--- config.mk ---
export PLATFORM = sky130hd
export DESIGN_NAME = serial_mag_cmp
export DESIGN_NICKNAME = d
export VERILOG_FILES = /design/src/rtl/serial_mag_cmp.sv
export SDC_FILE = /design/constraint.sdc
export NUM_CORES = 1
export LEC_CHECK = 0
export CAP_MARGIN = 20
export CORE_MARGIN = 2
export CORE_UTILIZATION = 44
export CTS_BUF_LIST = sky130_fd_sc_hd__clkbuf_8
export DETAILED_ROUTE_END_ITERATION = 12
export GPL_ROUTABILITY_DRIVEN = 1
export PLACE_DENSITY = 0.74
export SLEW_MARGIN = 20
export SYNTH_ARGS = -nofsm -noshare
export SYNTH_HDL_FRONTEND = slang
export SYNTH_SLANG_ARGS = --single-unit
--- constraint.sdc ---
create_clock -name clk -period 1.65 [get_ports clk]
set_clock_uncertainty 0.05 [all_clocks]
set_input_delay 0.2475 -clock clk [delete_from_list [all_inputs] [get_ports clk]]
set_output_delay 0.2475 -clock clk [all_outputs]
set_load 0.05 [all_outputs]
--- src/rtl/serial_mag_cmp.sv ---
// Bit-serial magnitude comparator: captures two operands on start, scans MSB-first one bit per
// clock, exits at the first differing bit, and reports registered gt/eq/lt with a done pulse.
module serial_mag_cmp #(
  parameter int WIDTH = 4
) (
  input  logic             clk,
  input  logic             rst,
  input  logic             start,
  input  logic             signed_mode,
  input  logic [WIDTH-1:0] a,
  input  logic [WIDTH-1:0] b,
  output logic             busy,
  output logic             done,
  output logic             gt,
  output logic             eq,
  output logic             lt
);

  localparam int IW = (WIDTH > 1) ? $clog2(WIDTH) : 1;
  localparam logic [IW-1:0] MSB_IDX = IW'(WIDTH - 1);

  typedef enum logic {
    IDLE = 1'b0,
    SCAN = 1'b1
  } state_t;

  state_t           state;
  state_t           state_nxt;
  logic [WIDTH-1:0] a_cap;
  logic [WIDTH-1:0] b_cap;
  logic             mode_cap;
  logic [IW-1:0]    idx;

  logic             bit_a;
  logic             bit_b;
  logic             differ;
  logic             at_msb;
  logic             at_lsb;
  logic             accept;
  logic [1:0]       order;

  logic             busy_nxt;
  logic             done_nxt;
  logic             gt_nxt;
  logic             eq_nxt;
  logic             lt_nxt;

  // Returns {gt, lt} for a differing bit pair. At the sign position a set bit marks the
  // negative operand, so the ordering flips; below it equal signs make the rest unsigned.
  function automatic logic [1:0] order_bits(input logic ba, input logic bb, input logic sign_pos);
    if (sign_pos) begin
      order_bits = {bb, ba};
    end else begin
      order_bits = {ba, bb};
    end
  endfunction

  assign accept = (state == IDLE) && start;
  assign bit_a  = a_cap[idx];
  assign bit_b  = b_cap[idx];
  assign differ = bit_a ^ bit_b;
  assign at_msb = (idx == MSB_IDX);
  assign at_lsb = (idx == '0);
  assign order  = order_bits(bit_a, bit_b, mode_cap && at_msb);

  // Operand capture: data registers, loaded only when a request is accepted
  always_ff @(posedge clk) begin
    if (accept) begin
      a_cap    <= a;
      b_cap    <= b;
      mode_cap <= signed_mode;
    end
  end

  // State, bit index and registered outputs
  always_ff @(posedge clk) begin
    if (rst) begin
      state <= IDLE;
      idx   <= '0;
      busy  <= 1'b0;
      done  <= 1'b0;
      gt    <= 1'b0;
      eq    <= 1'b0;
      lt    <= 1'b0;
    end else begin
      state <= state_nxt;
      busy  <= busy_nxt;
      done  <= done_nxt;
      gt    <= gt_nxt;
      eq    <= eq_nxt;
      lt    <= lt_nxt;
      if (accept) begin
        idx <= MSB_IDX;
      end else if (state == SCAN) begin
        idx <= idx - 1'b1;
      end
    end
  end

  always_comb begin
    state_nxt = state;
    case (state)
      IDLE: if (start) state_nxt = SCAN;
      SCAN: if (differ || at_lsb) state_nxt = IDLE;
      default: state_nxt = IDLE;
    endcase
  end

  always_comb begin
    busy_nxt = 1'b0;
    done_nxt = 1'b0;
    gt_nxt   = gt;
    eq_nxt   = eq;
    lt_nxt   = lt;
    case (state)
      IDLE: busy_nxt = start;
      SCAN: begin
        if (differ) begin
          done_nxt = 1'b1;
          gt_nxt   = order[1];
          lt_nxt   = order[0];
          eq_nxt   = 1'b0;
        end else if (at_lsb) begin
          done_nxt = 1'b1;
          gt_nxt   = 1'b0;
          eq_nxt   = 1'b1;
          lt_nxt   = 1'b0;
        end else begin
          busy_nxt = 1'b1;
        end
      end
      default: busy_nxt = 1'b0;
    endcase
  end

  a_flags_onehot : assert property (@(posedge clk) disable iff (rst) done |-> $onehot({gt, eq, lt}));
  a_busy_done_excl : assert property (@(posedge clk) disable iff (rst) !(busy && done));

endmodule

Yosys cells after proc, flatten, opt, wreduce, memory -nomap -nowiden
Cells that the tools add are included.
{"block": "totals", "romBits": 0, "n_memories": 0, "reg_bits": 17, "ramBits": 0, "latch_bits": 0, "in_bits": 12, "out_inout_bits": 5, "wordCells": 43}
{"block": "classes", "multipliers": 0, "n_bitwise": 2, "mux": 20, "addsub": 1, "reduce_logical": 8, "eq_ne": 1, "n_div": 0, "magnitude_cmp": 1, "shifts": 0}
{"cell": "$mux W1", "count": 13}
{"cell": "$mux W2", "count": 3}
{"cell": "$bmux W1 S2", "count": 2}
{"cell": "$pmux W1 S2", "count": 2}
{"cell": "$reduce_bool A2 Y1", "count": 2}
{"cell": "$lt A2 B3 Y1 const B", "count": 1}
{"cell": "$eq A2 B2 Y1 const B", "count": 1}
{"cell": "$logic_and A1 B1 Y1", "count": 2}
{"cell": "$logic_not A2 Y1", "count": 1}
{"cell": "$reduce_and A2 Y1", "count": 1}
{"cell": "$reduce_or A2 Y1", "count": 1}
{"cell": "$sub A2 B1 Y2 const B", "count": 1}
{"cell": "$logic_or A1 B1 Y1", "count": 1}
{"cell": "$not A1 Y1", "count": 1}
{"cell": "$xor A1 B1 Y1", "count": 1}

Longest topological paths before layout
{"block": "depth", "ltp_word": 6, "ltp_mapped": 6, "depth_no_buf": 6}

Worst setup path after synthesis
OpenSTA, ideal clock, no wires.
{"block": "synth_path", "path_kind": "register to register", "startpoint": "register busy (netlist name)", "endpoint": "register a_cap[0], enable pin", "t_arrival_ps": 1234, "setup_slack_ps": -11, "path_buffers": 1, "required_ps": 1223, "period_less_slack_ps": 1661, "setup_ps": 377, "stages_incl_launch_ff": 3, "path_cell_list": "dfxtp_1 -> clkbuf_1 -> nor2b_1"}
{"element": "end signal, assigned", "line_no": "69", "rtl": "a_cap <= a;"}
{"element": "end, declared", "line_no": "29", "rtl": "logic [WIDTH-1:0] a_cap;"}

Worst setup path in the final report
{"block": "layout_path", "startpoint": "register a_cap[0]", "endpoint": "register gt"}
{"block": "layout_between", "elab_chain_len": 5, "word_cells_on_any_way": 7, "cone_classes": "mux: 4; bitwise: 1; reduce/logical: 2"}
{"element": "$bmux W1 S2 (*)", "line_no": "59", "rtl": "assign bit_a = a_cap[idx];"}
{"element": "$mux W1 (implied by the code) (*)", "line_no": "59"}
{"element": "$xor A1 B1 Y1", "line_no": "61", "rtl": "assign differ = bit_a ^ bit_b;"}
{"element": "$reduce_bool A2 Y1 (no source line)"}
{"element": "$reduce_and A2 Y1 (no source line)"}
{"element": "end signal, assigned", "line_no": "89", "rtl": "gt <= gt_nxt;"}
{"element": "end, declared", "line_no": "14", "rtl": "output logic gt,"}
Mark *: on every way between the ends. The rest lies on a longest branch, timed or not. The select of a mux whose other input is x is not followed.
A chain may end at the register's enable or synchronous reset.

==> results.yml <==
route:
  wl_per_cell_um: 13.0
  ant_nets: 0
  vias: 649
  drc: 0
  routed.top_layer: "met4"
  met2WireLength_um: 755
  wl_met3_um: 87
  routed_via_density: 5.69
  first_pass_iters: 4
  routed_wl_um: 1490
  drt-met1-wl_um: 620
  dr.first_iter.drc_count: 6
sta:
  setup_viol: 1
  max_clock_freq_mhz: 592
  tns_ns: -0.0380
  holdWs_ns: 0.472
  hold_violations: 0
  slew_viol_final: 0
  period_share_pct: 102
  relSlewSlack_pct: 70.7
  worst_pin_slew_ns: 0.428
  finalWorstSetupSlack_ns: -0.0380
  rsz0062_at_grt: "yes"
  period_needed_ns: 1.69
layout:
  final_util_pct: 65.1
  nNetsFinal: 112
  final_common_cell: "buf_4"
  diodes: 0
  drive_gt1_share_pct: 26.8
  fin_area_mm2: 0.00109
  area_delta_synth_final_pct: 42.2
  layout_common_cells: "buf_4 (16), clkdlybuf4s50_1 (11), edfxtp_1 (9)"
  stdcell_count: 114
synth:
  ys_ff_latch: 16
  yosysUniqueCellTypes: 30
  syn_area_um2: 764
  yosys.area_share.adder_pct: 3.27
  yosys.area.top_type_share_pct: 35.4
  synth-simple-area-share_pct: 16.4
  synth_seq_area_share_pct: 53.7
  synth_top_family_by_area: "simple AND/OR/NAND/NOR gates"
  synth_compound_area_share_pct: 14.7
  synthesis.nets: 81
  yosys_warnings: 0
  synth.avg_cell_area_um2: 11.4
  synth_cells: 67
  ys_top_cells_by_area: "edfxtp_1 (35%), dfxtp_1 (18%), xor2_1 (4.6%)"
  synth.area.mux_share_pct: 4.26
  yosys.area_share.xor_xnor_pct: 4.58
  yosysTopAreaCell: "edfxtp_1"
place:
  dpl.cell_count: 108
  gp_congestion: 0.774
  dp_hpwl_um: 1100
  dpl_worst_slack_ns: -0.00529
  numPortBuffers: 16
  post_dp_cell_area_mm2: 0.00101
die:
  die-height_um: 45.7
  design.die.area_mm2: 0.00209
  start_util_pct: 45.8
  io_pins: 17
  die_width_um: 45.7
  design.core.area_mm2: 0.00167
  placementRows: 15
clock_network:
  holdBufCountCts: 0
  cts-root-buf: "clkbuf_8"
  clk_pin_slew_ns: 0.06
  clk_latency_ns: 0.25
  cts_tree: "done"
  cts_buffer_depth: 2
  htreeDepth: 1
  numCtsBuffers: 3
  cts_sinks: 16
pwr:
  intPower_mw: 0.735
  sequentialPowerShare_pct: 47.4
  p_sw_share_pct: 27.0
  switchingPower_mw: 0.272
  p_clk_share_pct: 29.4
  power.total_mw: 1.01
  p_comb_share_pct: 23.2
  leakage_nw: 0.442
  ir_drop_mv: 0.769
  p_per_area_mw_per_mm2: 927
setup_path:
  required_ns: 1.74
  critPathCaptureType: "flop"
  start_kind: "flop"
  criticalPathCategory: "reg -> reg"
  r2r.worst_path.cells: 5
  r2r_slack_ns: -0.04
  cp_max_fo: 3
  crit_arrival_ns: 1.78
grt:
  grt_overflow_total: 0
  grt_pass1_wl_um: 2400
  grt_usage_pct: 17.0
  grt_max_degree: 12
  grt_pass1_vias: 585
  grt_antenna_before_repair: 0
min_path:
  hold_path.class: "reg -> reg"
  hold-path-cell-count: 2
outcome:
  violations: "setup timing"
  status: "complete, but fails checks"
run:
  cap_violations: 0
==> power groups by stage <==
| stage | clock, mW | sequential [mW] | combinational (mW) |
|---|---|---|---|
| finish | 0.296 | 0.478 | 0.234 |
| floorplan | 0 | 0.511 | 0.0956 |
| detailed placement | 0 | 0.485 | 0.218 |
| CTS | 0.302 | 0.477 | 0.226 |
| global route | 0.321 | 0.482 | 0.253 |
| global placement | 0 | 0.484 | 0.214 |
==> routing by layer <==
layer  GRT usage (%)  vias up
met1            19.2      305
li1                -      314
met5               0        -
met3            4.76        4
met4            8.82        0
met2            28.7       26
==> registers in the layout, summed over array words and instances (netlist names) <==
register / cells
a_cap: 4
b_cap: 4
idx: 2
busy: 1
done: 1
eq: 1
gt: 1
lt: 1
mode_cap: 1
==> what timing repair did <==
action	in CTS	in global routing
endpoints found under the setup margin	1	5
pin swaps	2	1
setup buffers	2	0
resized for setup	0	2
==> synthesized netlist by cell type <==
cell	n
a2111oi_0	1
a211oi_1	4
a21oi_1	2
a311oi_1	2
a41o_2	1
and2_1	1
and3_1	1
and3b_1	1
buf_2	1
clkbuf_1	1
dfxtp_1	7
edfxtp_1	9
ha_1	2
inv_1	3
inv_2	1
mux2i_1	1
mux4_2	1
nand2_1	1
nand2b_1	1
nand3_1	1
nand3b_1	1
nor2_1	5
nor2b_1	2
nor3_1	3
nor3b_1	3
nor4_1	2
o2111a_1	1
o21ai_0	3
o21ai_2	1
xor2_1	4
==> cells by family after synthesis <==
| logic type | count (synthesis) |
|---|---|
| buffers and inverters | 6 |
| XOR/XNOR | 4 |
| multiplexers | 2 |
| AO/OA/AOI/OAI | 15 |
| AND/OR/NAND/NOR | 22 |
| flip-flops | 16 |
| adder cells (fa/ha/maj) | 2 |
==> cell type report <==
| type | instances | area (um^2) |
|---|---|---|
| repair buffers | 28 | 250 |
| flip-flops and latches | 16 | 410 |
| clock inverters | 1 | 3.75 |
| multi-input cells | 45 | 345 |
| fillers | 137 | 583 |
| clock buffers | 3 | 41.3 |
| well taps | 17 | 21.3 |
| inverters | 4 | 15.0 |
==> worst max-delay path, cell delays in order, from the launching register on <==
cell and delay [ns]:
edfxtp_1 0.42, xor2_1 0.17, mux4_2 0.52, o21ai_4 0.17
mux2i_1 0.20, nor2_1 0.05
==> path summary, 6_finish.rpt <==
path,startpoint,end
worst min register to register,gt,gt
worst min-delay path,gt,gt
worst max register to register,a_cap[0],gt
worst max-delay path,a_cap[0],gt
Note: power is estimated with default switching activity, not from simulation.
